### src/rtl/irq_ctrl_pkg.sv
// Shared constants for the interrupt controller: source count, register window
// offsets and STATUS field layout, common to RTL, bridge and software header.
package irq_ctrl_pkg;

    localparam int NIRQ = 6;
    localparam int ID_W = 3;

    typedef logic [NIRQ-1:0] irq_vec_t;

    localparam logic [1:0] IRQ_MASK = 2'd0;
    localparam logic [1:0] IRQ_MODE = 2'd1;
    localparam logic [1:0] IRQ_PEND = 2'd2;
    localparam logic [1:0] IRQ_STAT = 2'd3;

    localparam int STAT_VALID_BIT = 31;
    localparam int STAT_ISR_LSB   = 8;
    localparam int STAT_ID_LSB    = 0;

    localparam logic [ID_W-1:0] ID_NONE = 3'h7;

    function automatic logic [31:0] pack_status(input logic valid,
                                                input irq_vec_t isr,
                                                input logic [ID_W-1:0] id);
        logic [31:0] s;
        s = '0;
        s[STAT_VALID_BIT]            = valid;
        s[STAT_ISR_LSB +: NIRQ]      = isr;
        s[STAT_ID_LSB +: ID_W]       = valid ? id : ID_NONE;
        return s;
    endfunction

endpackage

### src/rtl/irq_prio_enc.sv
// Lowest-index-wins priority encoder; bit 0 is the highest priority.
// Reports ID_NONE with valid low when no bit is set.
module irq_prio_enc
    import irq_ctrl_pkg::*;
#(
    parameter int N = NIRQ
) (
    input  logic [N-1:0]    vec,
    output logic            valid,
    output logic [ID_W-1:0] id
);

    always_comb begin
        // NOTE: defaults before the loop keep every path assigned, so no latch is inferred.
        valid = 1'b0;
        id    = ID_NONE;
        for (int i = N - 1; i >= 0; i--) begin
            if (vec[i]) begin
                valid = 1'b1;
                id    = ID_W'(i);
            end
        end
    end

endmodule

### src/rtl/irq_ctrl.sv
// Fixed-priority interrupt controller feeding CP0 HWInt[7:2], with per-source
// mask, edge/level mode, pending and in-service tracking behind a 4-word window.
module irq_ctrl
    import irq_ctrl_pkg::*;
#(
    parameter logic [NIRQ-1:0] RST_MASK = '0
) (
    input  logic            clk,
    input  logic            rst,
    input  logic [NIRQ-1:0] irq_src,
    input  logic            sel,
    input  logic [1:0]      addr,
    input  logic            we,
    input  logic            re,
    input  logic [31:0]     din,
    output logic [31:0]     dout,
    output logic [NIRQ-1:0] hwint,
    output logic            irq_any
);

    irq_vec_t mask, mode, pend, isr, prev_src;
    irq_vec_t below_isr, eligible, ack_vec, eoi_vec, w1c, pend_next;

    logic            cand_valid, isr_valid;
    logic [ID_W-1:0] cand_id, isr_id;
    logic            wr_stb, ack, eoi;
    logic            unused_din;

    assign unused_din = ^din[31:NIRQ];

    // A write strobe always wins over a read strobe, so ack never coincides with EOI.
    assign wr_stb = sel & we;
    assign ack    = sel & re & ~we & (addr == IRQ_STAT) & cand_valid;
    assign eoi    = wr_stb & (addr == IRQ_STAT) & isr_valid;

    irq_prio_enc #(.N(NIRQ)) u_isr_enc (
        .vec   (isr),
        .valid (isr_valid),
        .id    (isr_id)
    );

    assign below_isr = isr_valid ? ((irq_vec_t'(1) << isr_id) - irq_vec_t'(1)) : '1;
    assign eligible  = pend & mask & below_isr;

    irq_prio_enc #(.N(NIRQ)) u_cand_enc (
        .vec   (eligible),
        .valid (cand_valid),
        .id    (cand_id)
    );

    assign ack_vec = ack ? (irq_vec_t'(1) << cand_id) : '0;
    assign eoi_vec = eoi ? (irq_vec_t'(1) << isr_id) : '0;
    assign w1c     = (wr_stb && addr == IRQ_PEND) ? din[NIRQ-1:0] : '0;

    // Edge bits: a new rising edge beats any clear. Level bits simply track the line.
    assign pend_next = (mode & ((irq_src & ~prev_src) | (pend & ~(w1c | ack_vec))))
                     | (~mode & irq_src);

    always_ff @(posedge clk) begin
        // NOTE: sequential state uses non-blocking assignments so every register samples pre-edge values.
        if (rst) begin
            mask     <= RST_MASK;
            mode     <= '0;
            pend     <= '0;
            isr      <= '0;
            prev_src <= '0;
            hwint    <= '0;
            irq_any  <= 1'b0;
        end else begin
            prev_src <= irq_src;
            pend     <= pend_next;
            isr      <= (isr | ack_vec) & ~eoi_vec;
            hwint    <= eligible;
            irq_any  <= |eligible;
            if (wr_stb && addr == IRQ_MASK) mask <= din[NIRQ-1:0];
            if (wr_stb && addr == IRQ_MODE) mode <= din[NIRQ-1:0];
        end
    end

    always_comb begin
        dout = '0;
        case (addr)
            IRQ_MASK: dout[NIRQ-1:0] = mask;
            IRQ_MODE: dout[NIRQ-1:0] = mode;
            IRQ_PEND: dout[NIRQ-1:0] = pend;
            IRQ_STAT: dout = pack_status(cand_valid, isr, cand_id);
            default:  dout = '0;
        endcase
    end

endmodule

### config.mk
export PLATFORM = sky130hd
export DESIGN_NAME = irq_ctrl
export DESIGN_NICKNAME = d
export VERILOG_FILES = /design/src/rtl/irq_ctrl_pkg.sv /design/src/rtl/irq_prio_enc.sv /design/src/rtl/irq_ctrl.sv
export SDC_FILE = /design/constraint.sdc
export NUM_CORES = 1
export LEC_CHECK = 0
export ABC_CLOCK_PERIOD_IN_PS = 8300
export CORE_MARGIN = 3
export CORE_UTILIZATION = 60
export DETAILED_ROUTE_END_ITERATION = 7
export DONT_BUFFER_PORTS = 1
export GPL_ROUTABILITY_DRIVEN = 0
export HOLD_SLACK_MARGIN = 0.06
export PLACE_DENSITY = 0.76
export SETUP_SLACK_MARGIN = 0.02
export SLEW_MARGIN = 20
export SYNTH_ARGS = -nofsm -noshare
export SYNTH_HDL_FRONTEND = slang
export SYNTH_HIERARCHICAL = 1
export SYNTH_SLANG_ARGS = --single-unit
### constraint.sdc
create_clock -name clk -period 8.3 [get_ports clk]
set_clock_uncertainty 0.2 [all_clocks]
set_input_delay 2.49 -clock clk [delete_from_list [all_inputs] [get_ports clk]]
set_output_delay 2.49 -clock clk [all_outputs]
set_load 0.05 [all_outputs]
==> impl_results.md <==
- Die Y: 63.7 um
- Cell taking the most area after synthesis: sky130_fd_sc_hd__dfxtp_1
- Most used standard cell by instance count after synthesis: sky130_fd_sc_hd__dfxtp_1
- Number of nets in the final layout: 267
- Wire length of the first global-routing pass: about 6.6 mm
- Primary flip-flop cell chosen by synthesis mapping: sky130_fd_sc_hd__dfxtp_1
- H-Tree Level Count: 2
- Inserted Clock Buffers: 5
- Max capacitance violation total: 0
- Total Wirelength: 4.12 mm
- Yosys reg bits: 37
- Number of cells upsized or downsized after cts: 0
- Initial antenna violation count: 0
- Vias in the first global route: 1403
- Status: completed
- CP max FO: 8
- Sort of element at the end of the critical path: output pin
- Tightest Hold Check Type: reg2reg
- Total Negative Setup Slacks: 0 ns
- Total DRC errors in the routed layout: 0
- Total Routing Usage GR: 0.210
- Type of origin of the critical path: flop
- Area contributors post-synth: sky130_fd_sc_hd__dfxtp_1, sky130_fd_sc_hd__mux2i_1, sky130_fd_sc_hd__buf_4
- Final Critical Period: 6.05 ns
- Antenna diode count: 0
- Clock sink count: 37
- Total of buffers placed on input and output ports: 0
- Synthesized area: around 2000 um^2
- Most frequent cells after synthesis: sky130_fd_sc_hd__dfxtp_1, sky130_fd_sc_hd__nor2_1, sky130_fd_sc_hd__nand2_1
- Starting density of the core: 0.643
- Portion of synthesized cell area occupied by the leading cell type: 0.371
- Final HPWL from detailed placement: 3.08 mm
- Cell count after synthesis: 229
- Final critical-path share of the clock period: 0.729
- Clock-pin slew on the worst setup and hold paths: 0.10 ns
- Count of cell types in the netlist: 39
- 1st-pass router iterations: 4
- Pin slew with the least headroom to its limit: 0.970 ns
- Via Count: 1565
- Unrepaired setup endpoints after global routing: false
- Area Overhead vs Synth: -0.0628%
- Post-placement setup slack: 2.26 ns
- Source-to-sink clock delay at the later pin of the worst-skew pair: 0.35 ns
- Number of rows created at floorplan: 20
- Maximum clock path buffer count: 2
- IO Pins: 84
- Max frequency: between 150 and 200 MHz
- Placeable Area: 3100 um^2
- Maximum number of pins on one net before global-route repair: 38
- Sequential share of the synthesized area: 0.371
- Die area: 4050 um^2
- Post-CTS Setup Inserts: 0
- CTS tree: yes
- Fill cell instance count of the final layout: 266
- Max-slew violation total from the final report: 0
- Wirelength per Cell: 15.4 um
- Count of flip-flops with a built-in enable after synthesis: 0
- Largest voltage drop on the vdd net: 0.110 mV
- Data required time at the worst endpoint: 5.61 ns
- P per Cell Area: 178 nW/um^2
- Average cell area after synthesis: 8.71 um^2
- Combined area of the multi-input logic cells: 1060 um^2
- Static leakage power: 0.828 nW
- Fraction of registers with async set or reset after synthesis: 0
- Worst slew margin: 0.349
- Crit Path Class: reg2out
- Vias per cell: 5.86
- Die width: 63.7 um
- Quantity of hold-fixing buffers added after cts: 0
- DRT antenna net count: 0
- Area taken by flip-flops and latches: about 740 um^2
- Number of warnings reported in the yosys synthesis log: 6
- Initial drt markers: 60
- Final setup fails: 0
- Share of final-layout standard cells stronger than drive strength 1: 0.0673
- Hold Violations, Final: 0
- Least setup slack across all paths after layout: 2.25 ns
- Cell at the root of the clock tree: sky130_fd_sc_hd__clkbuf_4
- Gr ovfl total: 0
- Signal arrival time at the worst endpoint: 3.36 ns
[placed cells by master (no fill, tap or decap), types with 2 or more instances in the layout]
cell                        n
sky130_fd_sc_hd__o221ai_1   2
sky130_fd_sc_hd__clkbuf_4   5
sky130_fd_sc_hd__a22o_1     6
sky130_fd_sc_hd__mux2i_1   17
sky130_fd_sc_hd__nand4_1    7
sky130_fd_sc_hd__and4b_1    2
sky130_fd_sc_hd__nor2b_1   11
sky130_fd_sc_hd__a211oi_1   6
sky130_fd_sc_hd__o31a_1     2
sky130_fd_sc_hd__a221oi_1   8
sky130_fd_sc_hd__nand2b_1   2
sky130_fd_sc_hd__nor2_1    25
sky130_fd_sc_hd__o21ai_1    5
sky130_fd_sc_hd__and2_1     7
sky130_fd_sc_hd__conb_1    19
sky130_fd_sc_hd__nand2_1   20
sky130_fd_sc_hd__inv_1     13
sky130_fd_sc_hd__and3_1     8
sky130_fd_sc_hd__dfxtp_1   37
sky130_fd_sc_hd__a32oi_1    2
sky130_fd_sc_hd__nor4_2     2
[state kept, by name, summed over array words and instances, names as in the netlist]
name	flops
isr	6
mode	6
prev_src	6
hwint	6
mask	6
pend	6
irq_any	1
[metal layers]
layer  wire (um)  vias to the layer above  part of all wire  track usage
li1            -                      750                 -            -
met2        1980                       74              0.48        0.338
met3         363                        6             0.088       0.0766
met5           0                        -                 0            0
met1        1710                      735              0.41        0.248
met4          61                        0             0.015       0.0970
[final timing paths]
check | startpoint | to | slack [ns] | depth (start not counted)
setup / recovery | isr[0]$_SDFF_PP0_ | dout[0] | 2.25 | 10
setup reg to reg | isr[0]$_SDFF_PP0_ | isr[3]$_SDFF_PP0_ | 5.03 | 9
hold reg to reg | prev_src[1]$_SDFF_PP0_ | pend[1]$_SDFF_PP0_ | 0.29 | 2
hold / removal | prev_src[1]$_SDFF_PP0_ | pend[1]$_SDFF_PP0_ | 0.29 | 2
[critical path: stages, from the launching register on]
cell and delay (ns):
sky130_fd_sc_hd__dfxtp_1 0.43, sky130_fd_sc_hd__nor4_2 0.10, sky130_fd_sc_hd__nand2_1 0.15, sky130_fd_sc_hd__nand2b_1 0.21, sky130_fd_sc_hd__o311ai_1 0.48, sky130_fd_sc_hd__inv_1 0.16
sky130_fd_sc_hd__nor4_2 0.53, sky130_fd_sc_hd__nand2_1 0.20, sky130_fd_sc_hd__nand2_1 0.12, sky130_fd_sc_hd__o221ai_1 0.10, sky130_fd_sc_hd__o21ai_1 0.55
[metrics by stage]
step,instance area [um^2],cells,power [mW],utilization,hold slack [ns]
final,1990,267,0.356,0.642,0.294
after detailed placement,1900,259,0.229,0.614,0.268
after CTS,1990,267,0.358,0.642,0.298
after global routing,1990,267,0.369,0.642,0.315
after global placement,1900,259,0.228,0.614,0.262
after floorplan,2060,247,0.239,-,0.256
[report_power, final]
group	total [mW]	internal (mW)	switching, mW
Sequential	0.186	0.182	0.00368
Clock	0.130	0.0716	0.0586
Combinational	0.0395	0.00800	0.0315
[layout make-up]
cell class                      count  share of cell area
Tap cell                           44              0.0276
Inverter                           13              0.0245
Clock inverter                      2              0.0188
Sequential cell                    37               0.372
Clock buffer                        6              0.0257
Multi-Input combinational cell    165               0.532
[cells by family after synthesis]
group | share of synthesized area
compound gates | 0.143
buf+inv | 0.131
flops | 0.371
mux | 0.0985
other cells | 0.00188
simple gates | 0.254
(Power assumes the default switching activity.)
